--- src/rtl/alu_arbiter_if.sv ---
// Request, shared-ALU and response signals of the two-requester ALU arbiter.
// The arbiter connects through the slave modport; its environment uses master.
interface alu_arbiter_if #(
    parameter int DATA_W = 4,
    parameter int RES_W  = 8
);
    logic              req0_valid;
    logic              req0_ready;
    logic [DATA_W-1:0] req0_a;
    logic [DATA_W-1:0] req0_b;
    logic [2:0]        req0_op;

    logic              req1_valid;
    logic              req1_ready;
    logic [DATA_W-1:0] req1_a;
    logic [DATA_W-1:0] req1_b;
    logic [2:0]        req1_op;

    logic [DATA_W-1:0] alu_a;
    logic [DATA_W-1:0] alu_b;
    logic [2:0]        alu_sel;
    logic [RES_W-1:0]  alu_result;

    logic              rsp_valid;
    logic              rsp_ready;
    logic [RES_W-1:0]  rsp_data;
    logic              rsp_id;

    logic              busy;
    logic [7:0]        op_count;

    modport master (
        output req0_valid, req0_a, req0_b, req0_op,
        input  req0_ready,
        output req1_valid, req1_a, req1_b, req1_op,
        input  req1_ready,
        input  alu_a, alu_b, alu_sel,
        output alu_result,
        input  rsp_valid, rsp_data, rsp_id,
        output rsp_ready,
        input  busy, op_count
    );

    modport slave (
        input  req0_valid, req0_a, req0_b, req0_op,
        output req0_ready,
        input  req1_valid, req1_a, req1_b, req1_op,
        output req1_ready,
        output alu_a, alu_b, alu_sel,
        input  alu_result,
        output rsp_valid, rsp_data, rsp_id,
        input  rsp_ready,
        output busy, op_count
    );
endinterface

--- src/rtl/alu_arbiter.sv ---
// Round-robin arbiter sharing one combinational ALU between two requesters:
// accept -> issue (capture result) -> hold response until consumed.
module alu_arbiter #(
    parameter int DATA_W = 4,
    parameter int RES_W  = 8
) (
    input logic          clk,
    input logic          rst,
    alu_arbiter_if.slave bus
);

    typedef enum logic [1:0] {
        IDLE  = 2'd0,
        ISSUE = 2'd1,
        RESP  = 2'd2
    } state_t;

    state_t            state;
    state_t            state_next;

    logic [DATA_W-1:0] a_q;
    logic [DATA_W-1:0] b_q;
    logic [2:0]        op_q;
    logic              gid_q;
    logic              last_grant;

    logic [RES_W-1:0]  rsp_data_q;
    logic              rsp_id_q;
    logic              rsp_valid_q;
    logic [7:0]        op_count_q;

    logic              grant;
    logic              idle_open;
    logic              accept;
    logic              rsp_fire;

    // A lone requester always wins; on a tie the one not served last wins.
    always_comb begin
        if (bus.req0_valid && bus.req1_valid) begin
            grant = ~last_grant;
        end else begin
            grant = bus.req1_valid;
        end
    end

    assign idle_open      = (state == IDLE) && !rst;
    assign bus.req0_ready = idle_open && bus.req0_valid && !grant;
    assign bus.req1_ready = idle_open && bus.req1_valid && grant;
    assign accept         = bus.req0_ready || bus.req1_ready;
    assign rsp_fire       = (state == RESP) && bus.rsp_ready;

    always_comb begin
        state_next = state;
        case (state)
            IDLE:    if (accept) state_next = ISSUE;
            ISSUE:   state_next = RESP;
            RESP:    if (bus.rsp_ready) state_next = IDLE;
            default: state_next = IDLE;
        endcase
    end

    always_ff @(posedge clk) begin
        if (rst) begin
            state <= IDLE;
        end else begin
            state <= state_next;
        end
    end

    always_ff @(posedge clk) begin
        if (rst) begin
            a_q         <= '0;
            b_q         <= '0;
            op_q        <= '0;
            gid_q       <= 1'b0;
            last_grant  <= 1'b1;
            rsp_data_q  <= '0;
            rsp_id_q    <= 1'b0;
            rsp_valid_q <= 1'b0;
            op_count_q  <= '0;
        end else begin
            if (accept) begin
                a_q   <= grant ? bus.req1_a  : bus.req0_a;
                b_q   <= grant ? bus.req1_b  : bus.req0_b;
                op_q  <= grant ? bus.req1_op : bus.req0_op;
                gid_q <= grant;
            end
            if (state == ISSUE) begin
                rsp_data_q  <= bus.alu_result;
                rsp_id_q    <= gid_q;
                rsp_valid_q <= 1'b1;
            end
            if (rsp_fire) begin
                rsp_valid_q <= 1'b0;
                op_count_q  <= op_count_q + 8'd1;
                last_grant  <= rsp_id_q;
            end
        end
    end

    // ALU operands come only from the latched copy; forced to zero while in reset.
    assign bus.alu_a    = rst ? '0 : a_q;
    assign bus.alu_b    = rst ? '0 : b_q;
    assign bus.alu_sel  = rst ? '0 : op_q;

    assign bus.rsp_valid = rsp_valid_q;
    assign bus.rsp_data  = rsp_data_q;
    assign bus.rsp_id    = rsp_id_q;
    assign bus.busy      = (state != IDLE);
    assign bus.op_count  = op_count_q;

    a_ready_exclusive: assert property (@(posedge clk) disable iff (rst)
        !(bus.req0_ready && bus.req1_ready));

    a_rsp_held: assert property (@(posedge clk) disable iff (rst)
        (state == RESP && !bus.rsp_ready) |=>
            (bus.rsp_valid && $stable(bus.rsp_data) && $stable(bus.rsp_id)));

endmodule

--- src/flat_wrapper.sv ---
// flat-port wrapper written by rule: the top's interface ports become plain ports
module alu_arbiter_flat 
#(
    parameter int DATA_W = 4,
    parameter int RES_W  = 8
)
  (clk, rst, bus_req0_valid, bus_req0_a, bus_req0_b, bus_req0_op, bus_req0_ready, bus_req1_valid, bus_req1_a, bus_req1_b, bus_req1_op, bus_req1_ready, bus_alu_a, bus_alu_b, bus_alu_sel, bus_alu_result, bus_rsp_valid, bus_rsp_data, bus_rsp_id, bus_rsp_ready, bus_busy, bus_op_count);
  alu_arbiter_if #(.DATA_W(DATA_W), .RES_W(RES_W)) bus_i ();
  input logic clk;
  input logic rst;
  input wire logic [$bits(bus_i.req0_valid)-1:0] bus_req0_valid;
  input wire logic [$bits(bus_i.req0_a)-1:0] bus_req0_a;
  input wire logic [$bits(bus_i.req0_b)-1:0] bus_req0_b;
  input wire logic [$bits(bus_i.req0_op)-1:0] bus_req0_op;
  output wire logic [$bits(bus_i.req0_ready)-1:0] bus_req0_ready;
  input wire logic [$bits(bus_i.req1_valid)-1:0] bus_req1_valid;
  input wire logic [$bits(bus_i.req1_a)-1:0] bus_req1_a;
  input wire logic [$bits(bus_i.req1_b)-1:0] bus_req1_b;
  input wire logic [$bits(bus_i.req1_op)-1:0] bus_req1_op;
  output wire logic [$bits(bus_i.req1_ready)-1:0] bus_req1_ready;
  output wire logic [$bits(bus_i.alu_a)-1:0] bus_alu_a;
  output wire logic [$bits(bus_i.alu_b)-1:0] bus_alu_b;
  output wire logic [$bits(bus_i.alu_sel)-1:0] bus_alu_sel;
  input wire logic [$bits(bus_i.alu_result)-1:0] bus_alu_result;
  output wire logic [$bits(bus_i.rsp_valid)-1:0] bus_rsp_valid;
  output wire logic [$bits(bus_i.rsp_data)-1:0] bus_rsp_data;
  output wire logic [$bits(bus_i.rsp_id)-1:0] bus_rsp_id;
  input wire logic [$bits(bus_i.rsp_ready)-1:0] bus_rsp_ready;
  output wire logic [$bits(bus_i.busy)-1:0] bus_busy;
  output wire logic [$bits(bus_i.op_count)-1:0] bus_op_count;
  assign bus_i.req0_valid = bus_req0_valid;
  assign bus_i.req0_a = bus_req0_a;
  assign bus_i.req0_b = bus_req0_b;
  assign bus_i.req0_op = bus_req0_op;
  assign bus_req0_ready = bus_i.req0_ready;
  assign bus_i.req1_valid = bus_req1_valid;
  assign bus_i.req1_a = bus_req1_a;
  assign bus_i.req1_b = bus_req1_b;
  assign bus_i.req1_op = bus_req1_op;
  assign bus_req1_ready = bus_i.req1_ready;
  assign bus_alu_a = bus_i.alu_a;
  assign bus_alu_b = bus_i.alu_b;
  assign bus_alu_sel = bus_i.alu_sel;
  assign bus_i.alu_result = bus_alu_result;
  assign bus_rsp_valid = bus_i.rsp_valid;
  assign bus_rsp_data = bus_i.rsp_data;
  assign bus_rsp_id = bus_i.rsp_id;
  assign bus_i.rsp_ready = bus_rsp_ready;
  assign bus_busy = bus_i.busy;
  assign bus_op_count = bus_i.op_count;
  alu_arbiter #(.DATA_W(DATA_W), .RES_W(RES_W)) u_core (.clk(clk), .rst(rst), .bus(bus_i));
endmodule
--- config.mk ---
export PLATFORM = sky130hd
export DESIGN_NAME = alu_arbiter_flat
export DESIGN_NICKNAME = d
export VERILOG_FILES = /design/src/rtl/alu_arbiter_if.sv /design/src/rtl/alu_arbiter.sv /design/src/flat_wrapper.sv
export SDC_FILE = /design/constraint.sdc
export NUM_CORES = 1
export LEC_CHECK = 0
export BUFFER_PORTS_ARGS = -buffer_cell sky130_fd_sc_hd__buf_2
export CORE_MARGIN = 4
export CORE_UTILIZATION = 46
export CTS_BUF_LIST = sky130_fd_sc_hd__clkbuf_8 sky130_fd_sc_hd__clkbuf_16
export DETAILED_ROUTE_END_ITERATION = 8
export PLACE_DENSITY = 0.79
export SLEW_MARGIN = 10
export SYNTH_ARGS = -nofsm -noshare
export SYNTH_HDL_FRONTEND = slang
export SYNTH_SLANG_ARGS = --single-unit
--- constraint.sdc ---
create_clock -name clk -period 1.6 [get_ports clk]
set_input_delay 0.08 -clock clk [delete_from_list [all_inputs] [get_ports clk]]
set_output_delay 0.08 -clock clk [all_outputs]
set_load 0.01 [all_outputs]
# Word-level counts from Yosys, hierarchy flattened
# Index checks and enable logic that the tools add are counted.
# Widths: inputs -> output; s select.
[totals]
regBits = 33
latch_bits = 0
ramBits = 0
rom_bits = 0
inputBits = 35
out_inout_bits = 32
word_cells = 40
n_memories = 0
[classes]
add_sub_neg = 1
n_mul = 0
n_div = 0
order_cmp = 0
eq_ne = 4
n_shift = 0
muxes = 10
bitwise = 1
n_reduce_logical = 14
[op_table]
columns = ["op", "n"]
rows = [
  ["$mux 4", 4],
  ["$add 8x1->8 const B", 1],
  ["$logic_and 1x1->1", 7],
  ["$mux 3", 2],
  ["$pmux 2 s3", 1],
  ["$mux 2", 2],
  ["$eq 2x1->1 const B", 1],
  ["$eq 2x2->1 const B", 1],
  ["$logic_not 1->1", 2],
  ["$logic_not 2->1", 1],
  ["$ne 2x1->1 const B", 1],
  ["$ne 2x2->1 const B", 1],
  ["$reduce_and 2->1", 1],
  ["$reduce_bool 2->1", 1],
  ["$reduce_or 2->1", 1],
  ["$logic_or 1x1->1", 1],
  ["$mux 1", 1],
  ["$not 1->1", 1],
]

# Longest topological paths before layout
# Gate-level depths: netlist of the first run.
[depth]
depth_word = 7
depth_mapped = 5
mapped_depth_nobuf = 4

# Least setup slack after synthesis of the first run
# Ideal clock, no wire load.
[synth_path]
kind = "register to register"
startpoint = "reg u_core.state[1]"
endpoint = "reg u_core.op_count_q[7] (netlist: u_core.bus.op_count[7])"
setup_ns = 0.121
arrival_ns = 1.189
required_time_ns = 1.479
path_slack_ns = 0.290
path_stages_with_launch = 4
path_buffers = 0
synth_period_minus_slack_ns = 1.310
path_cell_list = "dfxtp_1 > nand3b_4 > nor4_1 > mux2_2"
[synth_via]
elab_chain_cells = 2
[synth_rtl]
columns = ["element", "line", "rtl"]
rows = [
  ["from (decl)", "alu_arbiter.sv:18", "state_t state;"],
  ["from (signal assigned)", "alu_arbiter.sv:66", "state <= state_next;"],
  ["$eq 2x2->1", "alu_arbiter.sv:50", "assign rsp_fire = (state == RESP) && bus.rsp_ready;"],
  ["$logic_and 1x1->1", "alu_arbiter.sv:50", ""],
  ["to (signal assigned)", "alu_arbiter.sv:95", "op_count_q <= op_count_q + 8'd1;"],
  ["to (decl)", "alu_arbiter.sv:30", "logic [7:0] op_count_q;"],
]
# No other way between the ends.
# A chain may end at the register's enable or synchronous reset.

# Worst setup path after layout of the first run
[layout_path]
startpoint = "reg u_core.state[1]"
endpoint = "out bus_req1_ready"
[layout_via]
elab_chain_cells = 4
[layout_rtl]
columns = ["element", "line", "rtl"]
rows = [
  ["$logic_not 2->1", "alu_arbiter.sv:46", "assign idle_open = (state == IDLE) && !rst;"],
  ["$logic_and 1x1->1", "alu_arbiter.sv:46", ""],
  ["$logic_and 1x1->1 (2 in series)", "alu_arbiter.sv:48", "assign bus.req1_ready = idle_open && bus.req1_valid && grant;"],
  ["to (decl)", "flat_wrapper.sv:20", "output wire logic [$bits(bus_i.req1_ready)-1:0] bus_req1_ready;"],
]
# No other way between the ends.

==> results.json, run 1 <==
{
  "ys.flop_type": "dfxtp_1",
  "antenna_cells": 0,
  "cts_hold_buffers": 0,
  "finalSetupTns_ns": 0,
  "drtPass1Iterations": 4,
  "ctsLongestPathBuffers": 2,
  "yosys_warnings": 0,
  "die_area_mm2": 0.004136,
  "slowest_stage": "dfxtp_1",
  "initial_core_util": 0.4779,
  "min_path_type": "input pin to flop",
  "synth_cell_types": 34,
  "synth_nets": 215,
  "synth_top_area_frac": 0.4528,
  "synthTopCellsByArea": "dfxtp_1 (45%), nand2_1 (11%), a21oi_1 (8.9%)",
  "fp.dieW_um": 64.32,
  "final_cell_area_mm2": 0.001909,
  "viasPerCell": 4.997,
  "cts_tree": "yes",
  "yosysTopAreaCell": "dfxtp_1",
  "skew_ns": 0.005180,
  "async_flop_share": 0,
  "syn_to_final_growth_pct": 30.87,
  "path_delay_family": "simple AND/OR/NAND/NOR gates",
  "avgSynthCellArea_um2": 8.150,
  "period_share": 0.9458,
  "finalSetupViolCount": 0,
  "drcViolationCount": 0,
  "end_kind": "primary output",
  "cp_max_fo": 7,
  "clkTransAtPathRegs_ns": 0.07,
  "dp_hpwl_um": 2504,
  "drv_slew": 0,
  "grt_pass1_vias": 1284,
  "clock_latency_ns": 0.28,
  "reg2reg_depth": 3,
  "place.gp.congestion": 0.7433,
  "whs_ns": 0.02966,
  "drv_cap": 0,
  "synth_area_mm2": 0.001459,
  "arrival_ns": 1.43,
  "p_per_area_mw_per_mm2": 938.7,
  "relSlewSlack": 0.7149,
  "final_hold_viol_count": 0,
  "cts_setup_buffers": 0,
  "critical_path_buf_inv_count": 1,
  "synth-edff-count": 0,
  "rsz0062_at_grt": "no",
  "drtIter0Drc": 71,
  "fin_total_pwr_mw": 1.792,
  "crit_type": "flop to primary output",
  "grtUsageTotal": 0.1711,
  "globalRouteOverflowTotal": 0,
  "synthCells": 179,
  "core-area_mm2": 0.003053,
  "die_h_um": 64.32,
  "ir_drop_uv": 520.5,
  "grt_start_max_net_pins": 46,
  "finalCriticalPeriod_ns": 1.513,
  "rows": 20,
  "cpPeakStageDelay_ns": 0.38,
  "htreeDepth": 2,
  "tightest_slew_ns": 0.4276,
  "post_cts_resized": 0,
  "wl_per_cell_um": 11.91,
  "dpl-instance-area_mm2": 0.001822,
  "power_leakage_nw": 0.8900,
  "num_vias": 1444,
  "final_core_util": 0.6254,
  "postSynthRegisterBits": 33,
  "start_kind": "flop",
  "drive_above_1_share": 0.3429,
  "min_delay_path_depth": 3,
  "numCtsBuffers": 5,
  "root_buffer": "clkbuf_8",
  "fmax_mhz": 660.8,
  "cts_sinks": 33,
  "ant_nets": 0,
  "portBuffers": 66,
  "path_cells": "or2_2, nor3_1, buf_2",
  "ios": 67,
  "layout.nets": 280,
  "required_ns": 1.52,
  "crit_cells": 3,
  "antenna_found_initial": 0,
  "grt_pass1_wl_um": 5561,
  "status": "finished, final reports clean",
  "wl_um": 3441,
  "synth_seq_area_share": 0.4528
}
==> Yosys cell counts (all sizes together), types with 2 or more instances <==
cell type  number
clkbuf          7
buf             5
or3             2
nor2            6
nand2          42
dfxtp          33
a21oi          26
nor3            2
nand2b          2
nor2b          13
o31ai           2
or4             2
a311oi         11
inv             4
or2             2
o21ai           4
==> where the power goes <==
part	switching [mW]	internal (mW)	total (mW)
registers	0.0306	0.874	0.905
logic	0.160	0.137	0.297
clock network	0.296	0.295	0.591
==> metrics by stage <==
step | instances | worst slack (ns)
after global routing | 289 | 0.03084
after detailed placement | 281 | 0.1706
final | 289 | 0.08666
after global placement | 281 | 0.2320
after floorplan | 179 | 0.2904
after CTS | 289 | 0.07540
==> placed cells by master (no fill, tap or decap), drive strengths merged <==
cell,instances
mux2i,1
clkinv,2
or4,2
dfxtp,33
nor2,6
inv,5
mux2,1
nand4b,1
nor4,1
buf,70
nand2b,2
nand2,42
or2,2
ha,1
o21ai,4
nor3,2
a311oi,11
clkbuf,5
or3,2
xnor2,1
and3,1
a21oi,26
nand4,1
a211o,1
a21boi,1
nand3,1
and2,1
xor2,1
o31ai,2
a21bo,1
nor2b,13
or3b,1
nand3b,1
==> sequential cells by signal, summed over array words and instances, names as in the netlist <==
register	count
u_core.bus.rsp_valid	1
u_core.state	2
u_core.bus.op_count	8
u_core.bus.rsp_id	1
u_core.b_q	4
u_core.last_grant	1
u_core.bus.rsp_data	8
u_core.op_q	3
u_core.gid_q	1
u_core.a_q	4
==> cell type report <==
cell class	instances	area (µm²)
clock inverters	3	13.76
inverters	4	15.01
repair buffers	70	360.3
well taps	44	55.05
clock buffers	5	68.82
fillers	316	1144
multi-input cells	130	735.7
flip-flops and latches	33	660.6
==> worst min-delay path: cells and delay by family <==
family / cells / cell delay, ns
simple gates: 1 / 0.04
buf+inv: 1 / 0.09
compound gates: 1 / 0.05
==> logic make-up (layout without fill, tap and decap cells) <==
| group | count (synthesis) | in the layout | share of synthesized area |
|---|---|---|---|
| AOI/OAI and AO/OA | 46 | 46 | 0.1973 |
| DFF | 33 | 33 | 0.4528 |
| xor gates and xnor gates | 2 | 2 | 0.01201 |
| muxes | 2 | 2 | 0.01458 |
| and+or+nand+nor | 79 | 79 | 0.2684 |
| buffers and inverters | 16 | 82 | 0.04631 |
| adders and majority gates | 1 | 1 | 0.008575 |
==> routing by layer <==
layer	vias up	GRT usage	wire length (µm)
met4	0	0.07388	53
met3	8	0.06503	209
met1	648	0.2037	1510
li1	751	-	-
met5	-	0	0
met2	37	0.2732	1669
==> path summary, 6_finish.rpt <==
path / startpoint / endpoint / slack [ns]
setup reg to reg: u_core.state[1] / u_core.bus.op_count[7] / 0.12
hold reg to reg: u_core.bus.rsp_data[5] / u_core.bus.rsp_data[5] / 0.45
hold / removal: bus_alu_result[7] / u_core.bus.rsp_data[7] / 0.03
setup / recovery: u_core.state[1] / bus_req1_ready / 0.09
(Power assumes the default switching activity.)
==> run 2, diff against run 1 <==
Settings changed: CAP_MARGIN from default to 20, TNS_END_PERCENT from default to 5.
Clock period 1.6 ns to 1.71 ns, I/O delays scaled along.
==> run 2 against run 1 <==
Compared with the run above: die area stayed put; via count is 0.76% lower; clock-buffer cell count stayed put; power is 7.9% lower; flip-flop and latch count stayed put; combinational power is 6% lower; sequential share of layout area is 0.14 points higher; wire length is 2.7% higher; worst hold slack better by 0.012 ns; non-clock buffer count stayed put.
==> results.json, run 2 (synthesis gave the netlist of run 1 again) <==
{
  "status": "finished, final reports clean",
  "cts_setup_buffers": 0,
  "cp_max_fo": 12,
  "met3_usage": 0.04569,
  "num_vias": 1433,
  "skew_ns": 0.007317,
  "finalCriticalPeriod_ns": 1.493,
  "grt_pass1_wl_um": 5699,
  "cts_tree": "yes",
  "grtUsageTotal": 0.1743,
  "rsz0062_at_grt": "no",
  "fin_total_pwr_mw": 1.650,
  "required_ns": 1.62,
  "grt_start_max_net_pins": 46,
  "ir_drop_uv": 482.1,
  "fp.dieW_um": 64.32,
  "ctsLongestPathBuffers": 2,
  "post_cts_resized": 0,
  "cts_hold_buffers": 0,
  "drv_slew": 0,
  "clock_latency_ns": 0.28,
  "drtIter0Drc": 69,
  "antenna_cells": 0,
  "syn_to_final_growth_pct": 30.36,
  "nFillCells": 296,
  "min_path_type": "input pin to flop",
  "core-area_mm2": 0.003053,
  "place.gp.congestion": 0.7528,
  "grt_use_met1": 0.1948,
  "grt_pass1_vias": 1334,
  "die_h_um": 64.32,
  "start_kind": "flop",
  "finalSetupTns_ns": 0,
  "final_common_cell": "buf_2",
  "arrival_ns": 1.41,
  "wl_um": 3535,
  "p_per_area_mw_per_mm2": 867.5,
  "tightest_slew_ns": 0.4393,
  "gr-usage-met2": 0.3003,
  "viasPerCell": 4.958,
  "fmax_mhz": 669.6,
  "globalRouteOverflowTotal": 0,
  "crit_type": "flop to primary output",
  "drv_cap": 0,
  "root_buffer": "clkbuf_8",
  "final_hold_viol_count": 0,
  "drive_above_1_share": 0.3306,
  "die_area_mm2": 0.004136,
  "rows": 20,
  "layout.nets": 280,
  "mostFrequentLayoutCells": "buf_2 (66), nand2_1 (42), dfxtp_1 (33)",
  "htreeDepth": 2,
  "period_share": 0.8734,
  "end_kind": "primary output",
  "clkTransAtPathRegs_ns": 0.07,
  "wl_per_cell_um": 12.23,
  "relSlewSlack": 0.7072,
  "reg2reg_depth": 3,
  "drtPass1Iterations": 4,
  "finalSetupViolCount": 0,
  "top_usage_layer": "met2",
  "dp_hpwl_um": 2552,
  "numCtsBuffers": 5,
  "drcViolationCount": 0,
  "min_delay_path_depth": 3,
  "cts_sinks": 33,
  "initial_core_util": 0.4779,
  "power_leakage_nw": 0.8907,
  "ios": 67,
  "portBuffers": 66,
  "ant_nets": 0,
  "antenna_found_initial": 0
}
run 2: cell types whose count changed in the layout (fill, tap and decap cells not counted):
cell,delta
clkinv_2,-2
nor3_1,+1
inv_1,+2
nor3_2,-1
run 2: metrics by stage:
stage	cell area, µm²	hold slack [ns]	instances	utilization	setup slack, ns
final	1902	0.04213	289	0.6230	0.2165
after global placement	1822	0.3283	281	0.5967	0.3340
after detailed placement	1822	0.3324	281	0.5967	0.3001
after floorplan	1459	0.2215	179	-	0.4004
after global routing	1902	0.04630	289	0.6230	0.1154
after CTS	1902	0.03681	289	0.6230	0.2181
run 2: worst paths after layout:
check                                            start                endpoint  slack [ns]
worst min register to register  u_core.bus.rsp_data[1]  u_core.bus.rsp_data[1]        0.45
worst max-delay path                   u_core.state[1]          bus_req0_ready        0.22
worst min-delay path                 bus_alu_result[7]  u_core.bus.rsp_data[7]        0.04
worst max register to register         u_core.state[1]  u_core.bus.op_count[7]        0.30
run 2: where the power goes:
| part | total (mW) | leakage [nW] | internal [mW] | switching [mW] |
|---|---|---|---|---|
| Combinational | 0.280 | 0.569 | 0.127 | 0.152 |
| Sequential | 0.845 | 0.270 | 0.818 | 0.0267 |
| Clock | 0.525 | 0.0519 | 0.271 | 0.254 |
run 2: final cells by class:
type	count	area, µm²	area share
clock buffer	5	68.82	0.03618
clock inverter	3	11.26	0.005921
inverter	4	15.01	0.007895
multi-input combinational	130	730.7	0.3842
sequential	33	660.6	0.3474
tap	44	55.05	0.02895
timing repair buffer	70	360.3	0.1895
run 2: layer usage:
metal | up-vias | routed length (µm)
li1 | 750 | -
met1 | 646 | 1495
met2 | 33 | 1797
met3 | 4 | 186
met4 | 0 | 55
met5 | - | 0
run 2: critical path: stages, from the launching register on:
cell     delay (ns)
dfxtp_1        0.37
nor3_1         0.24
buf_4          0.22
and3_1         0.16
buf_2          0.13
==> run 3, diff against run 2 <==
Settings changed: CTS_BUF_LIST sky130_fd_sc_hd__clkbuf_8 sky130_fd_sc_hd__clkbuf_16 to default.
==> run 3 against run 2 <==
Compared with the run above: critical path type unchanged; worst hold slack got worse by 0.033 ns; sequential share of layout area fell by 0.34 points; die area is the same; highest routed layer unchanged; clock-buffer cell count is 3 higher; clock skew up 0.0046 ns; setup slack got worse by 0.050 ns; final area is 0.99% higher; via count increased by 1.5%; non-clock buffer count rose by 5.
==> results.json, run 3 (synthesis gave the netlist of run 1 again) <==
{
  "status": "finished, final reports clean",
  "numCtsBuffers": 5,
  "place.gp.congestion": 0.7528,
  "clkTransAtPathRegs_ns": 0.09,
  "required_ns": 1.62,
  "wl_per_cell_um": 12.12,
  "antenna_found_initial": 0,
  "whs_ns": 0.008732,
  "ir_drop_uv": 502.3,
  "die_h_um": 64.32,
  "antenna_cells": 0,
  "ff_latch_area_um2": 660.6,
  "multiInputGateArea_um2": 730.7,
  "cts_setup_buffers": 0,
  "end_kind": "primary output",
  "critical_path_buf_inv_count": 2,
  "relSlewSlack": 0.7071,
  "final_common_cell": "buf_2",
  "num_vias": 1454,
  "min_path_type": "input pin to flop",
  "portBuffers": 66,
  "syn_to_final_growth_pct": 31.65,
  "wl_um": 3564,
  "mostFrequentLayoutCells": "buf_2 (66), nand2_1 (42), dfxtp_1 (33)",
  "final_hold_viol_count": 0,
  "crit_type": "flop to primary output",
  "clock_latency_ns": 0.32,
  "rows": 20,
  "p_per_area_mw_per_mm2": 798.7,
  "arrival_ns": 1.46,
  "root_buffer": "clkbuf_4",
  "fp.dieW_um": 64.32,
  "start_kind": "flop",
  "drive_above_1_share": 0.3240,
  "drcViolationCount": 0,
  "reg2reg_setup_slack_ns": 0.30,
  "rsz0062_at_grt": "no",
  "finalCriticalPeriod_ns": 1.543,
  "grt_start_max_net_pins": 46,
  "drtPass1Iterations": 4,
  "viasPerCell": 4.946,
  "ant_nets": 0,
  "grt_pass1_wl_um": 5871,
  "die_area_mm2": 0.004136,
  "drtIter0Drc": 61,
  "fmax_mhz": 647.9,
  "grtUsageTotal": 0.1769,
  "core-area_mm2": 0.003053,
  "drv_slew": 0,
  "power_leakage_nw": 0.8862,
  "ctsLongestPathBuffers": 2,
  "path_delay_family": "simple AND/OR/NAND/NOR gates",
  "dpl-instance-area_mm2": 0.001822,
  "final_cell_area_mm2": 0.001921,
  "cts_tree": "yes",
  "path_cells": "nor3_1, buf_4, and3_1, buf_2",
  "cpPeakStageDelay_ns": 0.39,
  "skew_ns": 0.01189,
  "ios": 67,
  "nFillCells": 296,
  "finalSetupViolCount": 0,
  "globalRouteOverflowTotal": 0,
  "cts_sinks": 33,
  "slowest_stage": "dfxtp_1",
  "cp_max_fo": 12,
  "drv_cap": 0,
  "htreeDepth": 2,
  "tightest_slew_ns": 0.4394,
  "fin_total_pwr_mw": 1.534,
  "period_share": 0.9025,
  "dp_hpwl_um": 2552,
  "initial_core_util": 0.4779,
  "layout.nets": 285,
  "grt_pass1_vias": 1376,
  "finalSetupTns_ns": 0
}
==> run 3: area by class of cell <==
| class | instances | area share |
|---|---|---|
| repair buffers | 75 | 0.2137 |
| multi-input cells | 130 | 0.3805 |
| clock buffers | 8 | 0.02541 |
| inverters | 4 | 0.007818 |
| well taps | 44 | 0.02866 |
| flip-flops and latches | 33 | 0.3440 |
==> run 3: through the flow <==
stage / utilization / worst slack, ns / std cells
6_report: 0.6291 / 0.1667 / 294
4_1_cts: 0.6291 / 0.1643 / 294
5_1_grt: 0.6291 / 0.04885 / 294
2_1_floorplan: - / 0.4004 / 179
3_3_place_gp: 0.5967 / 0.3340 / 281
3_5_place_dp: 0.5967 / 0.3001 / 281
==> run 3: layer usage <==
| metal | vias up | GRT usage | share of wire |
|---|---|---|---|
| li1 | 760 | - | - |
| met1 | 651 | 0.2002 | 0.42 |
| met2 | 38 | 0.3106 | 0.52 |
| met3 | 5 | 0.04745 | 0.055 |
| met4 | 0 | 0.07388 | 0.0073 |
| met5 | - | 0 | 0 |
==> run 3: power by group <==
part	internal, mW	leakage, nW	switching [mW]
sequential	0.817	0.270	0.0268
clock	0.164	0.0265	0.237
combinational	0.135	0.590	0.154
total	1.12	0.886	0.418
==> run 3: final timing paths <==
path,from,end,cells past startpoint
setup / recovery,u_core.state[1],bus_req0_ready,4
setup reg to reg,u_core.state[1],u_core.bus.op_count[7],3
hold / removal,bus_alu_result[5],u_core.bus.rsp_data[5],3
hold reg to reg,u_core.bus.rsp_data[1],u_core.bus.rsp_data[1],2
==> run 3: repair_timing <==
item / 4_1_cts / 5_1_grt
hold endpoints to repair: 5 / 0
hold buffers: 5 / 0
gates resized for setup: 0 / 0
==> run 3: worst reg2reg max path, stage by stage, from the launching register on <==
cell	delay, ns
dfxtp_1	0.47
nand3b_4	0.17
nor4_1	0.31
mux2_2	0.36
